File: config.mk
export PLATFORM = sky130hd
export DESIGN_NAME = led_state_sequencer_flat
export DESIGN_NICKNAME = d
export VERILOG_FILES = /design/src/rtl/led_state_sequencer_if.sv /design/src/rtl/led_state_sequencer.sv /design/src/flat_wrapper.sv
export SDC_FILE = /design/constraint.sdc
export NUM_CORES = 1
export LEC_CHECK = 0
export ABC_CLOCK_PERIOD_IN_PS = 5900
export BUFFER_PORTS_ARGS = -buffer_cell sky130_fd_sc_hd__buf_2
export CAP_MARGIN = 20
export CORE_MARGIN = 1
export CORE_UTILIZATION = 50
export DETAILED_ROUTE_END_ITERATION = 8
export GPL_ROUTABILITY_DRIVEN = 0
export PLACE_DENSITY = 0.93
export SLEW_MARGIN = 20
export SYNTH_ARGS = -nofsm -noshare
export SYNTH_HDL_FRONTEND = slang
export SYNTH_SLANG_ARGS = --single-unit
export TNS_END_PERCENT = 100
File: constraint.sdc
create_clock -name clk -period 5.9 [get_ports clk]
set_input_delay 1.18 -clock clk [delete_from_list [all_inputs] [get_ports clk]]
set_output_delay 1.18 -clock clk [all_outputs]
set_load 0.005 [all_outputs]
File: src/rtl/led_state_sequencer_if.sv
// Bundle between the LED sequencer (master) and the pattern-state modules (slave).
// The master drives begin lines and the LED bus. The slave returns done flags and patterns.
interface led_state_sequencer_if #(
  parameter int NUM_STATES = 4,
  parameter int WIDTH      = 18
);
  localparam int IDXW = (NUM_STATES > 1) ? $clog2(NUM_STATES) : 1;

  logic                        enabler;
  logic [NUM_STATES-1:0]       stMask;
  logic [NUM_STATES-1:0]       stOver;
  logic [NUM_STATES*WIDTH-1:0] patIn;
  logic [NUM_STATES-1:0]       stBegin;
  logic [WIDTH-1:0]            out;
  logic [IDXW-1:0]             curIdx;
  logic                        cycleDone;
  logic                        fault;
  logic [IDXW-1:0]             faultIdx;

  modport master (
    input  enabler, stMask, stOver, patIn,
    output stBegin, out, curIdx, cycleDone, fault, faultIdx
  );

  modport slave (
    output enabler, stMask, stOver, patIn,
    input  stBegin, out, curIdx, cycleDone, fault, faultIdx
  );
endinterface

File: src/rtl/led_state_sequencer.sv
// Runs the enabled LED pattern states in order, with a blank gap between them.
// It muxes the active pattern onto the LED bus and latches a watchdog fault for any state that hangs.
//
// state  | meaning
// IDLE   | disabled or empty mask; begin lines and LED bus low
// SELECT | one cycle; pick the next enabled state at or after ptr, else wrap
// RUN    | begin line of idx held high until done or watchdog expiry
// GAP    | blank LED bus for GAP_CYCLES cycles before the next SELECT
module led_state_sequencer #(
  parameter int NUM_STATES = 4,
  parameter int WIDTH      = 18,
  parameter int GAP_CYCLES = 2,
  parameter int TIMEOUT    = 1023
) (
  input  logic                  clk,
  input  logic                  localReset,
  led_state_sequencer_if.master bus
);
  localparam int IDXW = (NUM_STATES > 1) ? $clog2(NUM_STATES) : 1;
  localparam int PTRW = IDXW + 1;
  localparam int WW   = (TIMEOUT > 0) ? $clog2(TIMEOUT + 1) : 1;
  localparam int GW   = (GAP_CYCLES > 0) ? $clog2(GAP_CYCLES + 1) : 1;
  localparam logic [WW-1:0] WD_LAST  = WW'((TIMEOUT > 0) ? TIMEOUT - 1 : 0);
  localparam logic [GW-1:0] GAP_LAST = GW'((GAP_CYCLES > 0) ? GAP_CYCLES - 1 : 0);
  localparam logic [NUM_STATES-1:0] ONE = NUM_STATES'(1);

  typedef enum logic [1:0] {S_IDLE, S_SELECT, S_RUN, S_GAP} state_t;

  state_t                state, state_d;
  logic [PTRW-1:0]       ptr, ptr_d;
  logic [IDXW-1:0]       idx, idx_d;
  logic [GW-1:0]         gap_cnt, gap_d;
  logic [WW-1:0]         wd_cnt, wd_d;
  logic                  fault, fault_d;
  logic [IDXW-1:0]       fault_idx, fault_idx_d;
  logic [NUM_STATES-1:0] st_begin, st_begin_d;

  logic                  any_en, found_ge, timed_out;
  logic [IDXW-1:0]       sel_ge, sel_any;

  // ptr may equal NUM_STATES after the last state, and that case falls through to the wrap choice.
  always_comb begin
    any_en   = 1'b0;
    found_ge = 1'b0;
    sel_ge   = '0;
    sel_any  = '0;
    for (int i = NUM_STATES - 1; i >= 0; i--) begin
      if (bus.stMask[i]) begin
        any_en  = 1'b1;
        sel_any = IDXW'(i);
        if (PTRW'(i) >= ptr) begin
          found_ge = 1'b1;
          sel_ge   = IDXW'(i);
        end
      end
    end
  end

  always_comb begin
    state_d     = state;
    ptr_d       = ptr;
    idx_d       = idx;
    gap_d       = gap_cnt;
    wd_d        = wd_cnt;
    fault_d     = fault;
    fault_idx_d = fault_idx;
    st_begin_d  = '0;
    timed_out   = 1'b0;
    if (state != S_IDLE && !bus.enabler) begin
      state_d = S_IDLE;
      ptr_d   = '0;
    end else begin
      case (state)
        S_IDLE: begin
          if (bus.enabler && any_en) begin
            state_d = S_SELECT;
            ptr_d   = '0;
          end
        end
        S_SELECT: begin
          if (!any_en) begin
            state_d = S_IDLE;
            ptr_d   = '0;
          end else begin
            idx_d      = found_ge ? sel_ge : sel_any;
            wd_d       = '0;
            state_d    = S_RUN;
            st_begin_d = ONE << idx_d;
          end
        end
        S_RUN: begin
          st_begin_d = st_begin;
          if (wd_cnt != {WW{1'b1}}) wd_d = wd_cnt + WW'(1);
          timed_out = (TIMEOUT != 0) && (wd_cnt == WD_LAST);
          // A done flag on the expiry cycle still counts as a clean finish.
          if (bus.stOver[idx] || timed_out) begin
            if (!bus.stOver[idx]) begin
              fault_d     = 1'b1;
              fault_idx_d = idx;
            end
            st_begin_d = '0;
            ptr_d      = PTRW'(idx) + PTRW'(1);
            gap_d      = '0;
            state_d    = (GAP_CYCLES == 0) ? S_SELECT : S_GAP;
          end
        end
        S_GAP: begin
          if (gap_cnt == GAP_LAST) state_d = S_SELECT;
          else                     gap_d   = gap_cnt + GW'(1);
        end
        default: state_d = S_IDLE;
      endcase
    end
  end

  always_ff @(posedge clk or posedge localReset) begin
    if (localReset) begin
      state     <= S_IDLE;
      ptr       <= '0;
      idx       <= '0;
      gap_cnt   <= '0;
      wd_cnt    <= '0;
      fault     <= 1'b0;
      fault_idx <= '0;
      st_begin  <= '0;
    end else begin
      state     <= state_d;
      ptr       <= ptr_d;
      idx       <= idx_d;
      gap_cnt   <= gap_d;
      wd_cnt    <= wd_d;
      fault     <= fault_d;
      fault_idx <= fault_idx_d;
      st_begin  <= st_begin_d;
    end
  end

  assign bus.stBegin   = st_begin;
  assign bus.out       = (state == S_RUN) ? bus.patIn[int'(idx) * WIDTH +: WIDTH] : '0;
  assign bus.curIdx    = idx;
  assign bus.cycleDone = (state == S_SELECT) && any_en && !found_ge;
  assign bus.fault     = fault;
  assign bus.faultIdx  = fault_idx;
endmodule

File: src/flat_wrapper.sv
// flat-port wrapper written by rule: the top's interface ports become plain ports
module led_state_sequencer_flat 
#(
  parameter int NUM_STATES = 4,
  parameter int WIDTH      = 18,
  parameter int GAP_CYCLES = 2,
  parameter int TIMEOUT    = 1023
)
  (clk, localReset, bus_enabler, bus_stMask, bus_stOver, bus_patIn, bus_stBegin, bus_out, bus_curIdx, bus_cycleDone, bus_fault, bus_faultIdx);
  led_state_sequencer_if #(.NUM_STATES(NUM_STATES), .WIDTH(WIDTH)) bus_i ();
  input  logic clk;
  input  logic localReset;
  input wire logic [$bits(bus_i.enabler)-1:0] bus_enabler;
  input wire logic [$bits(bus_i.stMask)-1:0] bus_stMask;
  input wire logic [$bits(bus_i.stOver)-1:0] bus_stOver;
  input wire logic [$bits(bus_i.patIn)-1:0] bus_patIn;
  output wire logic [$bits(bus_i.stBegin)-1:0] bus_stBegin;
  output wire logic [$bits(bus_i.out)-1:0] bus_out;
  output wire logic [$bits(bus_i.curIdx)-1:0] bus_curIdx;
  output wire logic [$bits(bus_i.cycleDone)-1:0] bus_cycleDone;
  output wire logic [$bits(bus_i.fault)-1:0] bus_fault;
  output wire logic [$bits(bus_i.faultIdx)-1:0] bus_faultIdx;
  assign bus_i.enabler = bus_enabler;
  assign bus_i.stMask = bus_stMask;
  assign bus_i.stOver = bus_stOver;
  assign bus_i.patIn = bus_patIn;
  assign bus_stBegin = bus_i.stBegin;
  assign bus_out = bus_i.out;
  assign bus_curIdx = bus_i.curIdx;
  assign bus_cycleDone = bus_i.cycleDone;
  assign bus_fault = bus_i.fault;
  assign bus_faultIdx = bus_i.faultIdx;
  led_state_sequencer #(.NUM_STATES(NUM_STATES), .WIDTH(WIDTH), .GAP_CYCLES(GAP_CYCLES), .TIMEOUT(TIMEOUT)) u_core (.clk(clk), .localReset(localReset), .bus(bus_i));
endmodule
======== After elaboration in Yosys (flattened, before gate mapping) ========
Index checks and enable logic that the tools add are counted.
storage, ports and cells
  output and inout bits ................... 28
  bits in registers ....................... 26
operators by class
  $lt $le $gt $ge ......................... 5
  reduce and logical (&&, ||, !) cells .... 18
  shift-type cells ........................ 2
  mux-type cells .......................... 49
  equal/unequal tests ..................... 14
  $mul .................................... 1
  bitwise logic cells ..................... 2
  $add $sub $neg .......................... 3
operators with widths
  kind                     count
  $shiftx A72 B32 Y18      1
  $mux W2                  20
  $mux W10                 2
  $pmux W10 S2             1
  $mux W18                 1
  $reduce_and A4 Y1        4
  $mux W1                  13
  $mux W3                  4
  $mux W4                  3
  $add A10 B1 Y10 const B  1
  $eq A10 B10 Y1 const B   1
  $ne A10 B10 Y1 const B   1
  $ne A3 B1 Y1 const B     3
  $pmux W3 S3              1
  $pmux W2 S4              1
  $pmux W4 S2              1
  $ge A1 B3 Y1 const A     2
  $ge A2 B3 Y1 const A     2
  $mul A2 B4 Y6 const B    1
  $ne A2 B1 Y1 const B     3
  $reduce_and A3 Y1        2
  $reduce_bool A2 Y1       3
  $eq A2 B1 Y1 const B     2
  $eq A2 B2 Y1 const B     2
  14 further kinds         19

======== Logic depth before layout (Yosys ltp) ========
  depth after elaboration ................. 14
  depth in mapped cells ................... 7
  gate-level depth less buffers ........... 6

======== Least setup slack after synthesis ========
Ideal clock, no wire load.
  path type ............................... input to output
  from .................................... input bus_patIn[54]
  to ...................................... output bus_out[0]
  path slack .............................. 2.939 ns
  cell stages on the path ................. 2
  arrival ................................. 1.781 ns
  cells stage by stage .................... mux4_2 -> and2_1
between the ends
  longest elaborated chain between the ends .. 2
RTL lines
  what                 RTL line                    RTL
  from (decl)          flat_wrapper.sv:16          input wire logic [$bits(bus_i.patIn)-1:0] bus_patIn;
  $shiftx A72 B32 Y18  led_state_sequencer.sv:139  assign bus.out = (state == S_RUN) ? bus.patIn[int'(idx) * WIDTH +: WIDTH] : '0;
  $mux W18             led_state_sequencer.sv:139
  to (decl)            flat_wrapper.sv:18          output wire logic [$bits(bus_i.out)-1:0] bus_out;
No other way between the ends.

======== Final worst setup path ========
  from .................................... register u_core.idx[0], in the netlist u_core.bus.curIdx[0]
  to ...................................... output bus_out[16]
between the ends
  longest elaborated chain between the ends .. 3
RTL lines
  what                    RTL line                    RTL
  from (decl)             led_state_sequencer.sv:31   logic [IDXW-1:0] idx, idx_d;
  from (signal assigned)  led_state_sequencer.sv:129  idx <= idx_d;
  $mul A2 B4 Y6           led_state_sequencer.sv:139
  $shiftx A72 B32 Y18     led_state_sequencer.sv:139
  $mux W18                led_state_sequencer.sv:139
No other way between the ends.

==> impl_results.md <==
- CP Max Fanout: 16
- Final net count: 410
- Fillers: 324
- Clock Path Buffers: 2
- Crit start category: flop
- Die area: between 4000 and 5000 um^2
- R2R Setup Slk: just over 3000 ps
- Via density: around 5.9
- Worst-skew pair later-pin latency: 270 ps
- Via count: ~2200
- Post-synth EDFFs: 0
- Syn nets: around 310
- Cts hold-fix bufs: 0
- CP max-delay cell: dfrtp_1
- Reg2reg path depth: 7
- Final Hold Fails: 0
- Worst path depth: 4
- Static leakage: between 1 and 1.5 nW
- Reg area: 651 um^2
- Largest net degree at the start of global routing: 30
- Cell count after synthesis: around 220
- Most common cell after layout, fill and taps aside: buf_2
- Drt first pass iters: 4
- Core area: about 4100 um^2
- Rows: 23
- Final setup viols: 0
- Max Slew Vio Count: 0
- First-pass GRT wire length: approximately 9000 um
- Sequential share of the synthesized area: 0.297
- Area growth from synthesis to layout: 28.1%
- Cell Chain, Critical Path: buf_4 -> mux4_2 -> and2_1 -> buf_2
- Slew headroom: 0.385
- Initial core utilization: 0.533
- Diode count: 0
- WP data arrival: 2130 ps
- WL per Instance: roughly 16 um
- Placed wire-length estimate: between 4000 and 5000 um
- DRC violations left: 0
- Post-CTS setup buffer count: 0
- Yosys reg bits: 26
- Worst r2r src: u_core.state[0]
- CP max stage delay: about 640 ps
- Share of cells above drive strength 1: 0.454
- Clk_skew: ~1.9 ps
- Peak supply drop: between 0.0002 and 0.00025 V
- Max Fclk: 302 MHz
- Netlist cell types: 47
- Ports: between 100 and 150
- Most frequent cells in the layout: 110 x buf_2, 26 x dfrtp_1, 19 x and2_1, 19 x mux4_2, 14 x o31ai_1
- Clock buffer count from CTS: 3
- Crit path capture type: primary output
- Power Density: between 200 and 300 nW/um^2
- CTS sink count: 26
- Fin Setup TNS: 0 ps
- Clock root cell: clkbuf_8
- Min Tclk post-route: between 3000 and 4000 ps
- Cts repair resizes: 0
- Gr usage total: 0.262
- Clock slew at reported path FFs: 90 ps
- Vias in the first global route: 1915
- Post-Syn Area: between 2000 and 2500 um^2
- Iter 0 DRT Violations: ~150
- Worst setup startpoint: u_core.bus.curIdx[0]
- Final period util: 0.562
- Critical path class: reg2out
- Worst setup margin: approximately 2600 ps
- Worst slew pin tran: 917 ps
- Status: finished clean
- Area of the multi-input gates: ~1400 um^2
- Ys flop type: dfrtp_1
- Crit path to: bus_out[16]
- Synth area leader: dfrtp_1
- H-tree depth: 1
- Req. time, crit path: 4720 ps
- RSZ-0062 raised after global routing: false
- DRT antenna net count: 0
- Area share of the largest cell type after synthesis: 0.297
- WL final: approximately 6000 um
- Top Family by Delay on Critical Path: flip-flops
- Synth area leaders: dfrtp_1 30%, mux4_2 20%, and2_1 5.4%
- Asr flop ratio synth: 1.00
- Avg Synthesized Cell Area: approximately 10 um^2
- IO Port Bufs: 110
- Die width: slightly below 70 um
- Ys Warns: 0
- Initial antenna violation count: 0
- GRT Residual Overflow: 0
- Die height: approximately 70 um
- Hold Slack: 489 ps
- DP Worst Slack: between 2000 and 3000 ps
- CTS tree: done
- Hold Path Class: reg2reg
- Capturing point of the worst reg2reg path: u_core.ptr[2]
- Buf+Inv Stages, Crit Path: 2
- Max-capacitance violation count: 0
-- per-layer routing --
metal | share of wire | GRT usage | wire (um)
met1 | 0.42 | 0.352 | 2510
met2 | 0.51 | 0.439 | 3070
met3 | 0.058 | 0.0483 | 346
met4 | 0.0092 | 0.0547 | 55
met5 | 0 | 0 | 0
-- where the power goes --
part / leakage (nW) / switching, W / internal (W) / total [W]
logic: 1.00 / 0.000208 / 0.000227 / 0.000436
clock network: 0.0216 / 0.0000543 / 0.0000458 / 0.000100
registers: 0.356 / 0.0000532 / 0.000208 / 0.000261
-- how the worst min path moves through the flow --
stage | startpoint | endpoint | slack, ps | depth (start not counted)
floorplan | u_core.wd_cnt[9] | u_core.wd_cnt[9] | 450 | 1
global placement | u_core.bus.stBegin[1] | u_core.bus.stBegin[1] | 460 | 2
detailed placement | u_core.bus.stBegin[2] | u_core.bus.stBegin[2] | 470 | 2
CTS | u_core.bus.stBegin[2] | u_core.bus.stBegin[2] | 490 | 2
global route | u_core.bus.stBegin[2] | u_core.bus.stBegin[2] | 510 | 2
finish | u_core.bus.stBegin[2] | u_core.bus.stBegin[2] | 490 | 2
-- flip-flops by register name, indices dropped and copies added, names as in the netlist --
register	cells
u_core.wd_cnt	10
u_core.bus.stBegin	4
u_core.ptr	3
u_core.bus.curIdx	2
u_core.bus.faultIdx	2
u_core.gap_cnt	2
u_core.state	2
u_core.bus.fault	1
-- logic make-up (layout without fill, tap and decap cells) --
family / count (synthesis) / count (layout) / synth area share
AND/OR/NAND/NOR: 72 / 72 / 0.185
AO/OA/AOI/OAI: 56 / 56 / 0.191
multiplexers: 27 / 27 / 0.236
flip-flops: 26 / 26 / 0.297
buffers and inverters: 26 / 128 / 0.0468
adder cells (fa/ha/maj): 8 / 8 / 0.0456
-- layout make-up --
| type | instances | share of cell area |
|---|---|---|
| clock buffer | 3 | 0.0147 |
| inverter | 13 | 0.0174 |
| multi-input combinational | 163 | 0.513 |
| sequential | 26 | 0.232 |
| tap | 50 | 0.0223 |
| timing repair buffer | 112 | 0.201 |
-- through the flow --
step                instances  instance area [um^2]  total power, W  utilization
finish                    367                  2810        0.000797        0.683
global route              367                  2810        0.000866        0.683
CTS                       367                  2810        0.000798        0.683
detailed placement        364                  2770        0.000696        0.673
global placement          364                  2770        0.000680        0.673
floorplan                 215                  2190        0.000573            -
-- synthesized netlist by cell type (3+ instances only) --
cell type and instances:
clkbuf_1 7, mux2_2 4, buf_2 4, nand3_1 6
nand4_1 5, ha_1 8, o21ai_0 12, nand2b_1 4
nor2_1 11, mux2_1 3, o31ai_1 14, a22o_1 4
inv_1 13, and2_1 19, mux4_2 19, and4_1 3
a21oi_1 4, nand2_1 10, dfrtp_1 26
-- worst reg2reg max path, stage by stage, from the launching register on --
cell	delay (ps)
dfrtp_1	450
inv_1	130
ha_1	730
o21ai_1	330
a311oi_1	330
buf_4	230
or4_4	160
mux2_1	320
No activity file was read; power rests on OpenSTA's default activity.
